--- config.mk ---
export PLATFORM = sky130hd
export DESIGN_NAME = mips_issue_arbiter
export DESIGN_NICKNAME = d
export VERILOG_FILES = /design/src/rtl/mips_issue_arbiter.sv
export SDC_FILE = /design/constraint.sdc
export NUM_CORES = 1
export LEC_CHECK = 0
export CAP_MARGIN = 20
export CORE_MARGIN = 3
export CORE_UTILIZATION = 61
export CTS_CLUSTER_SIZE = 8
export DETAILED_ROUTE_END_ITERATION = 10
export PLACE_DENSITY = 0.83
export SYNTH_ARGS = -nofsm -noshare
export SYNTH_HDL_FRONTEND = slang
export SYNTH_SLANG_ARGS = --single-unit
--- constraint.sdc ---
create_clock -name clk -period 4.9 [get_ports clk]
set_clock_uncertainty 0.05 [all_clocks]
set_input_delay 0.735 -clock clk [delete_from_list [all_inputs] [get_ports clk]]
set_output_delay 0.735 -clock clk [all_outputs]
set_load 0.01 [all_outputs]
--- src/rtl/mips_issue_arbiter.sv ---
// mips_issue_arbiter: two-requester round-robin issue front end for a shared MIPS ALU core.
// Each requester owns a FIFO; the issue, tag and response stages are registered.
module mips_issue_fifo #(
    parameter int DEPTH = 4
) (
    input  logic        clk,
    input  logic        rst,
    input  logic        valid,
    input  logic [31:0] data,
    input  logic        pop,
    output logic        ready,
    output logic        avail,
    output logic [31:0] head
);
    localparam int AW = $clog2(DEPTH);
    logic [31:0]   mem [DEPTH];
    logic [AW-1:0] wp, rp;
    logic [AW:0]   cnt;
    logic          fresh;
    logic          push;
    assign ready = cnt != (AW+1)'(DEPTH);
    assign push  = valid && ready;
    // the entry written at the last edge is not yet eligible for issue
    assign avail = cnt > (AW+1)'(fresh);
    assign head  = mem[rp];
    always_ff @(posedge clk) begin
        if (push) mem[wp] <= data;
    end
    always_ff @(posedge clk) begin
        if (rst) begin
            wp    <= '0;
            rp    <= '0;
            cnt   <= '0;
            fresh <= 1'b0;
        end else begin
            wp    <= push ? wp + 1'b1 : wp;
            rp    <= pop ? rp + 1'b1 : rp;
            cnt   <= cnt + (AW+1)'(push) - (AW+1)'(pop);
            fresh <= push;
        end
    end
endmodule

module mips_issue_arbiter #(
    parameter int FIFO_DEPTH = 4,
    parameter int CORE_LAT   = 2,
    parameter int CNT_W      = 8
) (
    input  logic             clk,
    input  logic             rst,
    input  logic             a_valid,
    output logic             a_ready,
    input  logic [31:0]      a_instr,
    input  logic             b_valid,
    output logic             b_ready,
    input  logic [31:0]      b_instr,
    input  logic             hold,
    output logic             core_in_valid,
    output logic [31:0]      core_instruction,
    input  logic             core_out_valid,
    input  logic             core_fail,
    output logic             rsp_valid,
    output logic             rsp_id,
    output logic             rsp_fail,
    output logic [CNT_W-1:0] fail_cnt,
    output logic             proto_err
);
    logic              a_avail, b_avail, pop_a, pop_b, last_grant;
    logic [31:0]       a_head, b_head;
    logic [CORE_LAT:0] tag_v, tag_id;
    logic              aligned;

    mips_issue_fifo #(.DEPTH(FIFO_DEPTH)) u_fifo_a (
        .clk(clk), .rst(rst), .valid(a_valid), .data(a_instr), .pop(pop_a),
        .ready(a_ready), .avail(a_avail), .head(a_head)
    );
    mips_issue_fifo #(.DEPTH(FIFO_DEPTH)) u_fifo_b (
        .clk(clk), .rst(rst), .valid(b_valid), .data(b_instr), .pop(pop_b),
        .ready(b_ready), .avail(b_avail), .head(b_head)
    );

    // last_grant: 0 = A, 1 = B; on a tie the other requester wins
    assign pop_a   = !hold && a_avail && (!b_avail || last_grant);
    assign pop_b   = !hold && b_avail && (!a_avail || !last_grant);
    assign aligned = tag_v[CORE_LAT];

    always_ff @(posedge clk) begin
        if (rst) begin
            core_in_valid    <= 1'b0;
            core_instruction <= '0;
            last_grant       <= 1'b1;
            tag_v            <= '0;
            tag_id           <= '0;
            rsp_valid        <= 1'b0;
            rsp_id           <= 1'b0;
            rsp_fail         <= 1'b0;
            fail_cnt         <= '0;
            proto_err        <= 1'b0;
        end else begin
            core_in_valid    <= pop_a || pop_b;
            core_instruction <= pop_a ? a_head : pop_b ? b_head : '0;
            last_grant       <= (pop_a || pop_b) ? pop_b : last_grant;
            // stage 0 is loaded alongside core_in_valid, so stage CORE_LAT meets core_out_valid
            tag_v            <= {tag_v[CORE_LAT-1:0], pop_a || pop_b};
            tag_id           <= {tag_id[CORE_LAT-1:0], pop_b};
            rsp_valid        <= core_out_valid && aligned;
            rsp_id           <= tag_id[CORE_LAT];
            rsp_fail         <= core_fail && core_out_valid && aligned;
            fail_cnt         <= (rsp_valid && rsp_fail && fail_cnt != '1) ? fail_cnt + 1'b1 : fail_cnt;
            proto_err        <= proto_err || (core_out_valid != aligned);
        end
    end
endmodule

==> results.toml, run 1 <==
[power_and_ir_drop]
p_sw_mw = 2.10
seqPwrFrac = 0.439
power_frac_comb = 0.197
irDropWorstVdd_mv = 0.363
powerDensity_nw_per_um2 = 539
p_int_mw = 6.03
total_leakage_power_nw = 5.26
clkPwrFrac = 0.363
sw_frac_of_total = 0.258

[logic_synthesis]
synth_top_area_frac = 0.624
synth_area_leaders = "edfxtp_1, mux4_2, dfxtp_1"
synth-seq-area-share = 0.740
syn-instance-count = 657
synth_cell_types = 43
syn_area_um2 = 12300
yosysTopAreaCell = "edfxtp_1"
syn_nets = 748
synthArstFlopShare = 0
ys_warn_count = 0
synthTopCellsByCount = "edfxtp_1, inv_1, dfxtp_1, mux4_2, o22ai_2"
synth-edff-count = 256
ys_seq_elements = 327
avgSynthCellArea_um2 = 18.7
synthFlopType = "edfxtp_1"
post-synth-top-count-cell = "edfxtp_1"

[clock_network]
clk_pin_slew_ns = 0.05
cts_buffers = 46
ctsHoldBuffers = 0
cts_resized = 0
clkSinkCount = 327
cts_buffer_depth = 3
post_cts_buffers = 0
tritoncts = "yes"
cts_htree_levels = 2
insertion_delay_ns = 0.53
cts-root-buf = "clkbuf_16"

[sta]
max_slew_margin = 0.350
slew_viol_final = 0
max_freq_mhz = 370
finalSetupTns_ns = 0
whs_ns = 0.390
hold_viol_final = 0
fin_crit_sh = 0.551
fin_crit_ns = 2.70
tightest_slew_ns = 0.975
setup_viol = 0
rsz0062_at_grt = "false"

[layout]
nFillCells = 1079
nets = 890
area_delta_synth_final_pct = 22.5
antenna_cells = 0
layout-drive-gt1-share = 0.201

[floorplanning]
die_width_um = 148
die_y_um = 148
start_util = 0.626
io_pins = 118
row_count = 51
die-area_um2 = 21900
core-area_um2 = 19700

[global_route]
grt_pass1_wl_um = 40300
antenna_found_initial = 2
grt_start_max_net_pins = 40
grt_usage = 0.244
grt_pass1_vias = 7144
grt_overflow = 0

[worst_setup_path]
worstPathRequired_ns = 5.24
cp-startpoint = "u_fifo_b.cnt[0]"
crit_path_end_kind = "flop"
cp.arrival_ns = 3.04
cp_max_fo = 5
path_class = "flop to flop"
setup.worst_path.start_class = "flop"
r2r_start = "u_fifo_b.cnt[0]"
rrSetupSlack_ns = 2.20
ff2ff_path_depth = 9

[drt]
postRouteWirelength_um = 26100
ant_nets = 0
routed_via_density = 5.85
vias = 6438
dr.pass1.iters = 5
drc = 0
wl_per_cell_um = 23.7
drt_iter0_drc = 629

[outcome]
status = "finished clean"

[worst_hold_path]
hold-path-cell-count = 1
hold_path.class = "flop to flop"
min_from = "tag_id[0]"

[place]
hpwl_um = 14300
io_buffers = 117
gp_congestion = 0.792

[flow_run]
cap_violations = 0
==> worst paths after layout <==
check                                       end
worst max-delay path            u_fifo_a.cnt[1]
worst min register to register        tag_id[1]
worst max register to register  u_fifo_a.cnt[1]
worst min-delay path                  tag_id[1]
==> layout make-up <==
| class | count | area, um^2 | area share |
|---|---|---|---|
| clock buffers | 85 | 1360 | 0.0903 |
| multi-input cells | 222 | 2760 | 0.183 |
| repair buffers | 121 | 1210 | 0.0805 |
| flip-flops and latches | 327 | 9110 | 0.604 |
| well taps | 265 | 332 | 0.0220 |
| inverters | 81 | 304 | 0.0202 |
==> worst max-delay path, stage by stage, from the launching register on <==
cell,delay (ns)
dfxtp_1,0.32
inv_1,0.07
ha_1,0.26
or3b_4,0.40
a211oi_4,0.38
ha_1,0.30
inv_1,0.06
ha_1,0.16
fa_1,0.41
nor2b_1,0.15
==> cells in the final DEF (no fill, tap or decap), types with 3 or more instances in the layout <==
master	n
and3_2	8
buf_4	3
xor2_1	3
clkbuf_1	36
inv_1	80
o22ai_2	30
mux4_2	64
dfxtp_2	4
nand2_1	6
xnor2_1	4
nor3_1	6
clkdlybuf4s50_1	117
dfxtp_1	67
nand3_1	4
nor2_1	20
a21oi_1	13
ha_1	18
edfxtp_1	256
clkbuf_16	49
nor2b_1	12
==> cells by family (layout without fill, tap and decap cells) <==
group,after synthesis,in the layout,share of synthesized area
AO/OA/AOI/OAI,56,56,0.0444
XOR/XNOR,7,7,0.00498
adder cells (fa/ha/maj),20,20,0.0215
buffers and inverters,108,287,0.0373
flip-flops,327,327,0.740
multiplexers,65,65,0.118
AND/OR/NAND/NOR,74,74,0.0340
==> power by group through the flow <==
stage / Sequential (mW) / Combinational, mW / Clock (mW)
after CTS: 3.57 / 1.63 / 2.99
after floorplan: 3.55 / 1.09 / 0
final: 3.57 / 1.60 / 2.95
after detailed placement: 3.61 / 1.58 / 0
after global placement: 3.59 / 1.52 / 0
after global routing: 3.60 / 1.74 / 3.10
==> per-stage QoR <==
stage / area [um^2] / setup slack [ns] / total power [mW] / util / instances
final: 15100 / 2.20 / 8.12 / 0.767 / 1101
after global routing: 15100 / 2.04 / 8.44 / 0.767 / 1101
after CTS: 15100 / 2.16 / 8.19 / 0.766 / 1100
after detailed placement: 13700 / 1.86 / 5.19 / 0.697 / 1015
after global placement: 13700 / 1.98 / 5.10 / 0.697 / 1015
after floorplan: 12300 / 2.41 / 4.64 / - / 657
==> flip-flops by register name (all words and copies together) (netlist names), 2 cells and up, named ones only <==
name,flops
u_fifo_a.mem,128
u_fifo_b.mem,128
core_instruction,32
fail_cnt,8
tag_id,3
tag_v,3
u_fifo_a.cnt,3
u_fifo_b.cnt,3
u_fifo_a.rp,2
u_fifo_a.wp,2
u_fifo_b.rp,2
u_fifo_b.wp,2
==> per-layer routing <==
layer  part of all wire  vias up  track usage
li1                   -     2794            -
met2               0.53      304        0.422
met1               0.37     3269        0.301
met4              0.026        4       0.0859
met5             0.0010        -            0
met3              0.079       67       0.0634
Power figures use the tool's default switching activity.
==> run 2, diff against run 1 <==
CORE_UTILIZATION = 57   (was 61)
PLACE_DENSITY = 0.79   (was 0.83)
clock period = 2.8 ns   (was 4.9 ns; I/O delays follow)
==> results.toml, run 2 (same netlist as run 1, synthesis figures left out) <==
[drt]
postRouteWirelength_um = 24400
dr.pass1.iters = 5
wl_per_cell_um = 21.7
drc = 0
routed_via_density = 5.57
ant_nets = 0
drt_iter0_drc = 433
vias = 6268

[worst_setup_path]
path_class = "flop to flop"
r2r_start = "u_fifo_b.cnt[0]"
crit_path_end_kind = "flop"
rrSetupSlack_ns = 0.18
cp.arrival_ns = 3.01
worstPathRequired_ns = 3.19
cp_max_fo = 4
worstReg2RegEnd = "u_fifo_b.cnt[2]"
ff2ff_path_depth = 11
setup.worst_path.start_class = "flop"

[floorplanning]
start_util = 0.582
core-area_um2 = 21200
die_y_um = 153
row_count = 53
io_pins = 118
die-area_um2 = 23400
die_width_um = 153

[sta]
slew_viol_final = 0
tightest_slew_ns = 0.970
hold_viol_final = 0
fin_crit_ns = 2.62
max_slew_margin = 0.353
fin_crit_sh = 0.936
setup_viol = 0
max_freq_mhz = 381

[clock_network]
insertion_delay_ns = 0.53
cts-root-buf = "clkbuf_16"
cts_buffers = 46
clk_pin_slew_ns = 0.05
cts_htree_levels = 2
clkSinkCount = 327
tritoncts = "yes"
cts_resized = 0
cts_buffer_depth = 3

[layout]
top_regs = "u_fifo_a.mem (128), u_fifo_b.mem (128), core_instruction (32)"
final_cells = 1125
layout_commonest_cell = "edfxtp_1"
area_delta_synth_final_pct = 23.7
nFillCells = 1242
final_core_util = 0.720
nets = 904
layout-drive-gt1-share = 0.213
mostFrequentLayoutCells = "edfxtp_1, clkdlybuf4s50_1, inv_1, dfxtp_1, mux4_2"

[worst_hold_path]
hold_path.class = "flop to flop"
hold-path-cell-count = 1
min_from = "tag_v[1]"
hold_path_end = "tag_v[2]"

[flow_run]
cap_violations = 0

[power_and_ir_drop]
clkPwrFrac = 0.353
power_frac_comb = 0.204
p_int_mw = 10.5
powerDensity_nw_per_um2 = 923
p_sw_mw = 3.55
irDropWorstVdd_mv = 0.585
seqPwrFrac = 0.443
total_leakage_power_nw = 5.32
sw_frac_of_total = 0.252

[global_route]
grt_usage = 0.211
grt_start_max_net_pins = 34
grt_overflow = 0
antenna_found_initial = 2
grt_pass1_wl_um = 38000
grt_pass1_vias = 6991

[place]
hpwl_um = 14900
io_buffers = 117
placed_cells = 1037
gp_congestion = 0.754

[outcome]
status = "finished clean"
## run 2: changes by cell type in the layout (fill, tap and decap cells not counted), sizes merged
cell,change
diode,+2
inv,+1
buf,+14
clkbuf,-3
## run 2: final cells by class
type,instances,area [um^2],area share
Inverter,81,304,0.0200
Clock inverter,1,8.76,0.000575
Clock buffer,82,1310,0.0858
Sequential cell,327,9110,0.598
Tap cell,275,344,0.0226
Timing Repair Buffer,135,1390,0.0915
Antenna cell,2,5.00,0.000329
Multi-Input combinational cell,222,2760,0.181
## run 2: timing repair
item / in CTS / in global routing
buffers inserted: 0 / 3
hold buffers: 0 / 0
setup endpoints to repair: 0 / 1
## run 2: worst max path at each step
stage                         start               to  slack, ns  cells after the start
floorplan           u_fifo_b.cnt[0]  u_fifo_a.cnt[1]       0.31                      9
CTS                 u_fifo_b.cnt[0]  u_fifo_b.cnt[2]       0.14                     11
global route        u_fifo_b.cnt[0]  u_fifo_b.cnt[2]      -0.01                     11
finish              u_fifo_b.cnt[0]  u_fifo_b.cnt[2]       0.18                     11
detailed placement  u_fifo_b.cnt[0]  u_fifo_b.cnt[2]       0.18                     11
global placement    u_fifo_b.cnt[0]  u_fifo_b.cnt[2]       0.25                     11
## run 2: power by group through the flow
stage	clock (mW)	sequential, mW	combinational, mW
6_report	4.97	6.23	2.86
5_1_grt	5.26	6.28	3.12
4_1_cts	5.04	6.24	2.89
3_5_place_dp	0	6.31	2.86
3_3_place_gp	0	6.27	2.76
2_1_floorplan	0	6.21	1.91
## run 2: stage by stage
stage | hold slack, ns | worst slack, ns | total power [mW] | setup TNS, ns | area (um^2)
6_report | 0.402 | 0.178 | 14.1 | 0 | 15200
5_1_grt | 0.424 | -0.0109 | 14.7 | -0.0109 | 15200
4_1_cts | 0.405 | 0.145 | 14.2 | 0 | 15200
3_5_place_dp | 0.382 | 0.176 | 9.17 | 0 | 13900
3_3_place_gp | 0.383 | 0.254 | 9.03 | 0 | 13900
2_1_floorplan | 0.364 | 0.306 | 8.12 | 0 | 12300
## run 2: layer usage
metal  track usage  share of wire  vias up
met4        0.0679          0.016        2
li1              -              -     2832
met5             0        0.00037        -
met1         0.272           0.40     3209
met3        0.0459          0.056       30
met2         0.362           0.53      195
## run 2: worst max-delay path, stage by stage, from the launching register on
cell      delay, ns
dfxtp_1        0.31
inv_1          0.06
ha_1           0.26
or3b_4         0.40
o211ai_1       0.21
inv_2          0.11
ha_1           0.29
inv_1          0.04
ha_1           0.18
fa_1           0.37
xor2_1         0.16
nor2_1         0.10
